$ cat config.mk
export PLATFORM = sky130hd
export DESIGN_NAME = inst_loader
export DESIGN_NICKNAME = d
export VERILOG_FILES = /design/src/rtl/inst_loader_pkg.sv /design/src/rtl/inst_loader_word_packer.sv /design/src/rtl/inst_loader.sv
export SDC_FILE = /design/constraint.sdc
export NUM_CORES = 1
export LEC_CHECK = 0
export ABC_AREA = 0
export CORE_MARGIN = 2
export CORE_UTILIZATION = 55
export CTS_CLUSTER_SIZE = 24
export DETAILED_ROUTE_END_ITERATION = 12
export DONT_BUFFER_PORTS = 1
export PLACE_DENSITY_LB_ADDON = 0.15
export SYNTH_ARGS = -nofsm -noshare
export SYNTH_HDL_FRONTEND = slang
export SYNTH_SLANG_ARGS = --single-unit
$ cat constraint.sdc
create_clock -name clock -period 3.8 [get_ports clock]
set_clock_uncertainty 0.15 [all_clocks]
set_input_delay 0.76 -clock clock [delete_from_list [all_inputs] [get_ports clock]]
set_output_delay 0.76 -clock clock [all_outputs]
set_load 0.005 [all_outputs]
$ cat src/rtl/inst_loader_pkg.sv
// Shared definitions for the instruction loader: widths and FSM encodings.
// Optional checksum stage is enabled by defining INST_LOADER_CHECKSUM_EN.
package inst_loader_pkg;

    localparam int WORD_W = 32;
    localparam int BYTE_W = 8;

    typedef enum logic [2:0] {
        S_IDLE  = 3'd0,
        S_COUNT = 3'd1,
        S_DATA  = 3'd2,
        S_WRITE = 3'd3,
        S_CHECK = 3'd4,
        S_DONE  = 3'd5,
        S_ERROR = 3'd6
    } state_t;

endpackage

$ cat src/rtl/inst_loader_word_packer.sv
// Byte-to-word packer, most-significant byte first.
// Pulses o_word_valid in the cycle the fourth byte is accepted.
module word_packer
    import inst_loader_pkg::*;
(
    input  logic              i_clk,
    input  logic              i_rst_n,
    input  logic              i_clear,
    input  logic              i_valid,
    input  logic [BYTE_W-1:0] i_byte,
    output logic [WORD_W-1:0] o_word,
    output logic              o_word_valid
);

    logic [WORD_W-BYTE_W-1:0] r_shift;
    logic [1:0]               r_cnt;

    // Shift in accepted bytes; stalls simply hold the partial word.
    always_ff @(posedge i_clk) begin
        if (!i_rst_n || i_clear) begin
            r_shift <= '0;
            r_cnt   <= '0;
        end else if (i_valid) begin
            r_shift <= {r_shift[WORD_W-2*BYTE_W-1:0], i_byte};
            r_cnt   <= r_cnt + 2'd1;
        end
    end

    assign o_word       = {r_shift, i_byte};
    assign o_word_valid = i_valid && (r_cnt == 2'd3);

endmodule

$ cat src/rtl/inst_loader.sv
// Serial program loader: count word, N data words, optional checksum.
// Define INST_LOADER_CHECKSUM_EN to add the XOR checksum CHECK stage.
module inst_loader
    import inst_loader_pkg::*;
#(
    parameter logic [31:0] BASE_ADDR = 32'h0000_0000,
    parameter int unsigned MAX_WORDS = 256
) (
    input  logic        clock,
    input  logic        reset_n,
    input  logic        start,
    input  logic [7:0]  byte_data,
    input  logic        byte_valid,
    output logic        byte_ready,
    output logic        inst_mem_load_enable,
    output logic [31:0] inst_mem_write_addr,
    output logic [31:0] inst_mem_write_data,
    output logic        pc_hold,
    output logic        done,
    output logic        error
);

`ifdef INST_LOADER_CHECKSUM_EN
    localparam state_t S_FINISH = S_CHECK;
`else
    localparam state_t S_FINISH = S_DONE;
`endif

    state_t              r_state;
    logic                r_have_n;
    logic [WORD_W-1:0]   r_words;
    logic [WORD_W-1:0]   r_wcnt;
    logic [WORD_W-1:0]   r_addr;
    logic [WORD_W-1:0]   r_data;
    logic                r_load_en;
`ifdef INST_LOADER_CHECKSUM_EN
    logic [WORD_W-1:0]   r_csum;
`endif

    logic                w_accept;
    logic                w_rearm;
    logic [WORD_W-1:0]   w_word;
    logic                w_word_valid;

    // The count word waits one cycle in COUNT (r_have_n) for the range decision.
    assign byte_ready = ((r_state == S_COUNT) && !r_have_n)
                     || (r_state == S_DATA)
                     || (r_state == S_CHECK);
    assign w_accept   = byte_valid && byte_ready;
    assign w_rearm    = start && ((r_state == S_IDLE)
                                || (r_state == S_DONE)
                                || (r_state == S_ERROR));

    word_packer u_packer (
        .i_clk        (clock),
        .i_rst_n      (reset_n),
        .i_clear      (w_rearm),
        .i_valid      (w_accept),
        .i_byte       (byte_data),
        .o_word       (w_word),
        .o_word_valid (w_word_valid)
    );

    // Load session FSM with registered strobe, address and data.
    always_ff @(posedge clock) begin
        if (!reset_n) begin
            r_state   <= S_IDLE;
            r_have_n  <= 1'b0;
            r_words   <= '0;
            r_wcnt    <= '0;
            r_addr    <= BASE_ADDR;
            r_data    <= '0;
            r_load_en <= 1'b0;
`ifdef INST_LOADER_CHECKSUM_EN
            r_csum    <= '0;
`endif
        end else begin
            r_load_en <= 1'b0;
            case (r_state)
                S_IDLE, S_DONE, S_ERROR: begin
                    if (start) begin
                        r_state  <= S_COUNT;
                        r_have_n <= 1'b0;
                        r_wcnt   <= '0;
                        r_addr   <= BASE_ADDR;
`ifdef INST_LOADER_CHECKSUM_EN
                        r_csum   <= '0;
`endif
                    end
                end
                S_COUNT: begin
                    if (r_have_n) begin
                        r_have_n <= 1'b0;
                        if (r_words == '0)
                            r_state <= S_FINISH;
                        else if (r_words > MAX_WORDS)
                            r_state <= S_ERROR;
                        else
                            r_state <= S_DATA;
                    end else if (w_word_valid) begin
                        r_words  <= w_word;
                        r_have_n <= 1'b1;
                    end
                end
                S_DATA: begin
                    if (w_word_valid) begin
                        r_state   <= S_WRITE;
                        r_data    <= w_word;
                        r_load_en <= 1'b1;
                    end
                end
                S_WRITE: begin
                    r_addr <= r_addr + 32'd4;
                    r_wcnt <= r_wcnt + 32'd1;
`ifdef INST_LOADER_CHECKSUM_EN
                    r_csum <= r_csum ^ r_data;
`endif
                    if (r_wcnt + 32'd1 == r_words)
                        r_state <= S_FINISH;
                    else
                        r_state <= S_DATA;
                end
`ifdef INST_LOADER_CHECKSUM_EN
                S_CHECK: begin
                    if (w_word_valid)
                        r_state <= (w_word == r_csum) ? S_DONE : S_ERROR;
                end
`endif
                default: r_state <= S_IDLE;
            endcase
        end
    end

    assign inst_mem_load_enable = r_load_en;
    assign inst_mem_write_addr  = r_addr;
    assign inst_mem_write_data  = r_data;
    assign pc_hold              = (r_state != S_DONE);
    assign done                 = (r_state == S_DONE);
    assign error                = (r_state == S_ERROR);

endmodule

Word level (Yosys, flattened, before mapping). Cells that the tools add are included.

Memory bits (writable): 0. Memory bits (read-only): 0. Word-level logic and storage cells: 62. Memories kept: 0. Latch bits: 0. Bits in registers: 159. Output and inout bits: 69.

Order comparisons: 1. Divide/modulo/power cells: 0. Bitwise logic cells: 1. $mul: 0. Reductions and logical operators: 22. $add $sub $neg: 3. Shift-type cells: 0. Multiplexer cells: 14. Equality and inequality tests: 12.

Operator list (number): one-hot mux 32 bit (2 select lines) (2); adder 32 x 1 -> 32 bit, second input constant (1); adder 32 x 3 -> 32 bit, second input constant (1); == test 32 bit (1); greater-than comparator 32 x 9 -> 1 bit, second input constant (1); logical NOT 32 bit (1); two-way mux 32 bit (1); two-way mux 3 bit (6); one-hot mux 3 bit (4 select lines) (1); == test 3 bit, second input constant (3); AND reduction 2 bit (4); == test 3 x 2 -> 1 bit, second input constant (2); AND reduction 3 bit (2); logical OR 1 bit (5); logical AND 1 bit (4); inequality test 2 bit, second input constant (2); nonzero test 2 bit (2); == test 3 x 1 -> 1 bit, second input constant (1); logical NOT 3 bit (1); two-way mux 1 bit (3); inequality test 3 bit, second input constant (1); OR reduction 3 bit (1); adder 2 x 1 -> 2 bit, second input constant (1); == test 2 bit, second input constant (1); 4 further kinds (5).

Logic depth before layout (Yosys ltp).
Word-level depth: 9. Depth in mapped cells: 11. Depth with buffers taken out: 9.

Cells and area by module. Synthesis repeated with hierarchy kept, for this count alone.

Cells, all modules: 1002. Area total of the unflattened synthesis: 7778.7 um^2.

Modules (own cells, without submodules): inst_loader (cells each 907, instances 1, area each 6731.5 um^2, sequential area each 2622.5 um^2); word_packer (cells each 95, instances 1, area each 1047.3 um^2, sequential area each 520.5 um^2).

Worst setup path before layout. OpenSTA, ideal clock, no wires.

Path type: register -> register. Start: register r_wcnt[0]. End: register r_state[2]. Path buffers: 2. Stages on the path, launching flop included: 12. Library setup time: 0.070 ns. Clock period less this slack: 2.641 ns. Arrival: 2.421 ns. Setup slack: 1.159 ns. Required time: 3.580 ns. Cells stage by stage: dfxtp_1 ha_1 and3_2 and4_1 buf_4 buf_2 nand3_1 xnor2_1 nor4_1 nand4b_1 or3_1 a21oi_1.

Word-level cells in the longest chain between the ends: 4.

RTL lines: start: declaration (line inst_loader.sv:32) `logic [WORD_W-1:0] r_wcnt;`; start signal: assignment (line inst_loader.sv:114) `r_wcnt <= r_wcnt + 32'd1;`; adder 32 x 1 -> 32 bit (line inst_loader.sv:118) `if (r_wcnt + 32'd1 == r_words)`; == test 32 bit (line inst_loader.sv:118); two-way mux 3 bit (line inst_loader.sv:118); one-hot mux 3 bit (4 select lines) (line inst_loader.sv:79) `case (r_state)`; end signal: assignment (line inst_loader.sv:82) `r_state <= S_COUNT;`; end signal: assignment (line inst_loader.sv:119) `r_state <= S_FINISH;`; end signal: assignment (line inst_loader.sv:121) `r_state <= S_DATA;`; end: declaration (line inst_loader.sv:29) `state_t r_state;`.

No other way between the ends. A chain may end at the register's enable or synchronous reset.

Final worst setup path. Ends and elaborated chain as after synthesis.

==> flow_metrics.tcl <==
set metrics [dict create \
    netlist_instances 1004 \
    grt.overflow.total 0 \
    p_switching_mw 0.907 \
    core_sq_um 13900 \
    total_power_mw 3.67 \
    drt_first_pass_iters 4 \
    power.density_nw_per_um2 436 \
    dr.first_iter.drc_count 473 \
    ctsRootBufferMaster "clkbuf_16" \
    yosys_warnings 0 \
    vias 6742 \
    track_usage 0.257 \
    tightest_slew_ns 1.06 \
    avgSynthCellArea_sq_um 7.78 \
    finalWorstSetupSlack_ns 0.512 \
    drc 0 \
    async_flop_share 0 \
    cts_setup_buffers 0 \
    clock-sinks 157 \
    clock_path_buffers 2 \
    die_h_um 123 \
    die_x_um 123 \
    path_class "register to register" \
    io_pins 81 \
    cp-end-kind "register" \
    viasPerCell 5.84 \
    rows 43 \
    yosys-top-cells-count "nand2_1, dfxtp_1, a21boi_0, a21oi_1, clkbuf_1" \
    post_drt_wl_per_cell_um 16.1 \
    yosys-top-cells-area "dfxtp_1, nand2_1, a21boi_0" \
    io_buffers 0 \
    critPathArrivalTime_ns 3.49 \
    post-place-ws_ns 0.576 \
    dp_cells 1123 \
    comb_power_share 0.069 \
    synth_top_area_frac 0.402 \
    yosysMostFrequentCell "nand2_1" \
    final_layout_size_suffix_gt1_frac 0.0595 \
    grt_pass1_vias 6025 \
    antenna_left 0 \
    fillers 1284 \
    place.gp.congestion 0.877 \
    tns_ns 0 \
    drv_slew 0 \
    routed_wl_mm 18.6 \
    clock_power_share 0.470 \
    irDropWorstVdd_mv 0.296 \
    postLayoutCoreUtil 0.606 \
    cts_tree "done" \
    num_antenna_cells 0 \
    dieArea_sq_um 15200 \
    period_minus_slack_ns 3.29 \
    fin_cells 1155 \
    p_sw_frac 0.247 \
    clkSlewWorstSetupHoldPaths_ns 0.06 \
    clk-insertion-delay-late_ns 0.43 \
    outcome "complete, no violations" \
    power.internal_mw 2.76 \
    ys_ff_latch 157 \
    seqPwrFrac 0.461 \
    yosysUniqueCellTypes 60 \
    required_ns 4.01 \
    cts-buffers-inserted 17 \
    holdBufCountCts 0 \
    ctsResizeCount 0 \
    syn_area_sq_um 7810 \
    setup_viol 0 \
    final_nets 977 \
    fmax_mhz 304 \
    max-slew-margin-rel 0.296 \
    hp-class "primary input to register" \
    antenna_found_initial 0 \
    dpl_cell_area_sq_um 7810 \
    synth_edf_count 0 \
    yosysSeqAreaShare 0.402 \
    hold-worst-slack_ns 0.313 \
    max-cap-violations 0 \
    grt_max_degree 131 \
    yosys_most_used_dff "dfxtp_1" \
    final_cell_area_sq_um 8410 \
    p_leak_nw 2.86 \
    start_util 0.563 \
    period_share 0.865 \
    h-tree-depth 4 \
    dp_hpwl_mm 12.5 \
    syn_to_final_growth_pct 7.61 \
    yosys.area.top_type "dfxtp_1" \
    hold_viol_final 0 \
    crit_fanout 16 \
    startpoint_type "register" \
    rsz0062_at_grt "false" \
    grt_pass1_wl_mm 31.0 \
]
## worst max-delay path, stage by stage, from the launching register on
cell      delay, ns
dfxtp_1        0.42
ha_1           0.31
and3_2         0.26
and4_1         0.57
nand2_1        0.20
and3b_1        0.23
nor4_1         0.27
nand4b_1       0.23
or3_1          0.42
a21oi_1        0.15
## area by class of cell
cell class              count  area, sq um  share of cell area
clock inverters            12          133              0.0158
multi-input cells         769         4340               0.516
well taps                 180          225              0.0268
inverters                   7         26.3             0.00313
flip-flops and latches    157         3140               0.374
repair buffers             10         75.1             0.00893
clock buffers              20          467              0.0555
## layout by cell type (no fill, tap or decap), types with 2 or more instances in the layout
master,netlist,final
a21boi_0,86,86
a21oi_1,59,59
a22oi_1,3,3
a31oi_1,10,10
and2_1,15,15
and3_1,16,16
and3b_1,2,2
and4_1,11,11
and4_4,2,2
buf_4,4,10
bufinv_16,0,2
clkbuf_16,0,17
clkbuf_8,0,3
clkinv_2,0,4
clkinv_4,0,2
conb_1,1,2
dfxtp_1,157,157
ha_1,3,3
inv_1,7,7
inv_6,0,4
mux2i_1,2,2
nand2_1,239,239
nand2b_1,5,5
nand3_1,32,32
nand3b_1,3,3
nand4_1,18,18
nor2_1,39,39
nor2b_1,22,22
nor3_1,20,18
nor3_2,1,3
nor3b_1,2,2
nor4_1,15,15
o211ai_1,13,13
o21a_1,5,5
o21ai_0,52,52
o31ai_1,5,5
or3_1,12,12
or4_1,2,2
xnor2_1,27,27
xor2_1,24,24
## worst paths after layout
path / startpoint / end / slack [ns] / depth (start not counted)
max: r_wcnt[0] / r_state[2] / 0.51 / 9
min: byte_data[6] / u_packer.r_shift[6] / 0.31 / 2
max reg2reg: r_wcnt[0] / r_state[2] / 0.51 / 9
min reg2reg: u_packer.r_cnt[1] / u_packer.r_cnt[1] / 0.32 / 2
## registers in the layout, summed over array words and instances (netlist names)
| register | flops |
|---|---|
| r_wcnt | 32 |
| inst_mem_write_addr | 30 |
| u_packer.r_cnt | 2 |
| u_packer.r_shift | 24 |
| r_have_n | 1 |
| r_state | 3 |
| r_words | 32 |
| inst_mem_write_data | 32 |
| inst_mem_load_enable | 1 |
## metal layers
| metal | vias up | track usage | wire (um) |
|---|---|---|---|
| li1 | 3403 | - | - |
| met1 | 3160 | 0.369 | 9160 |
| met2 | 155 | 0.382 | 8100 |
| met3 | 24 | 0.0554 | 1060 |
| met4 | 0 | 0.0845 | 325 |
| met5 | - | 0 | 0 |
## kinds of logic after synthesis
group / share of synthesized area
simple gates: 0.289
compound gates: 0.198
flops: 0.402
buf+inv: 0.0442
xor+xnor: 0.0572
fa+ha+maj: 0.00481
mux: 0.00400
other cells: 0.000480
## power groups by stage
stage,combinational (mW),clock [mW],sequential (mW)
3_5_place_dp,0.252,0,1.73
3_3_place_gp,0.250,0,1.73
2_1_floorplan,0.209,0,1.71
5_1_grt,0.282,1.82,1.69
6_report,0.252,1.73,1.69
4_1_cts,0.253,1.75,1.69
Power figures use the tool's default switching activity.
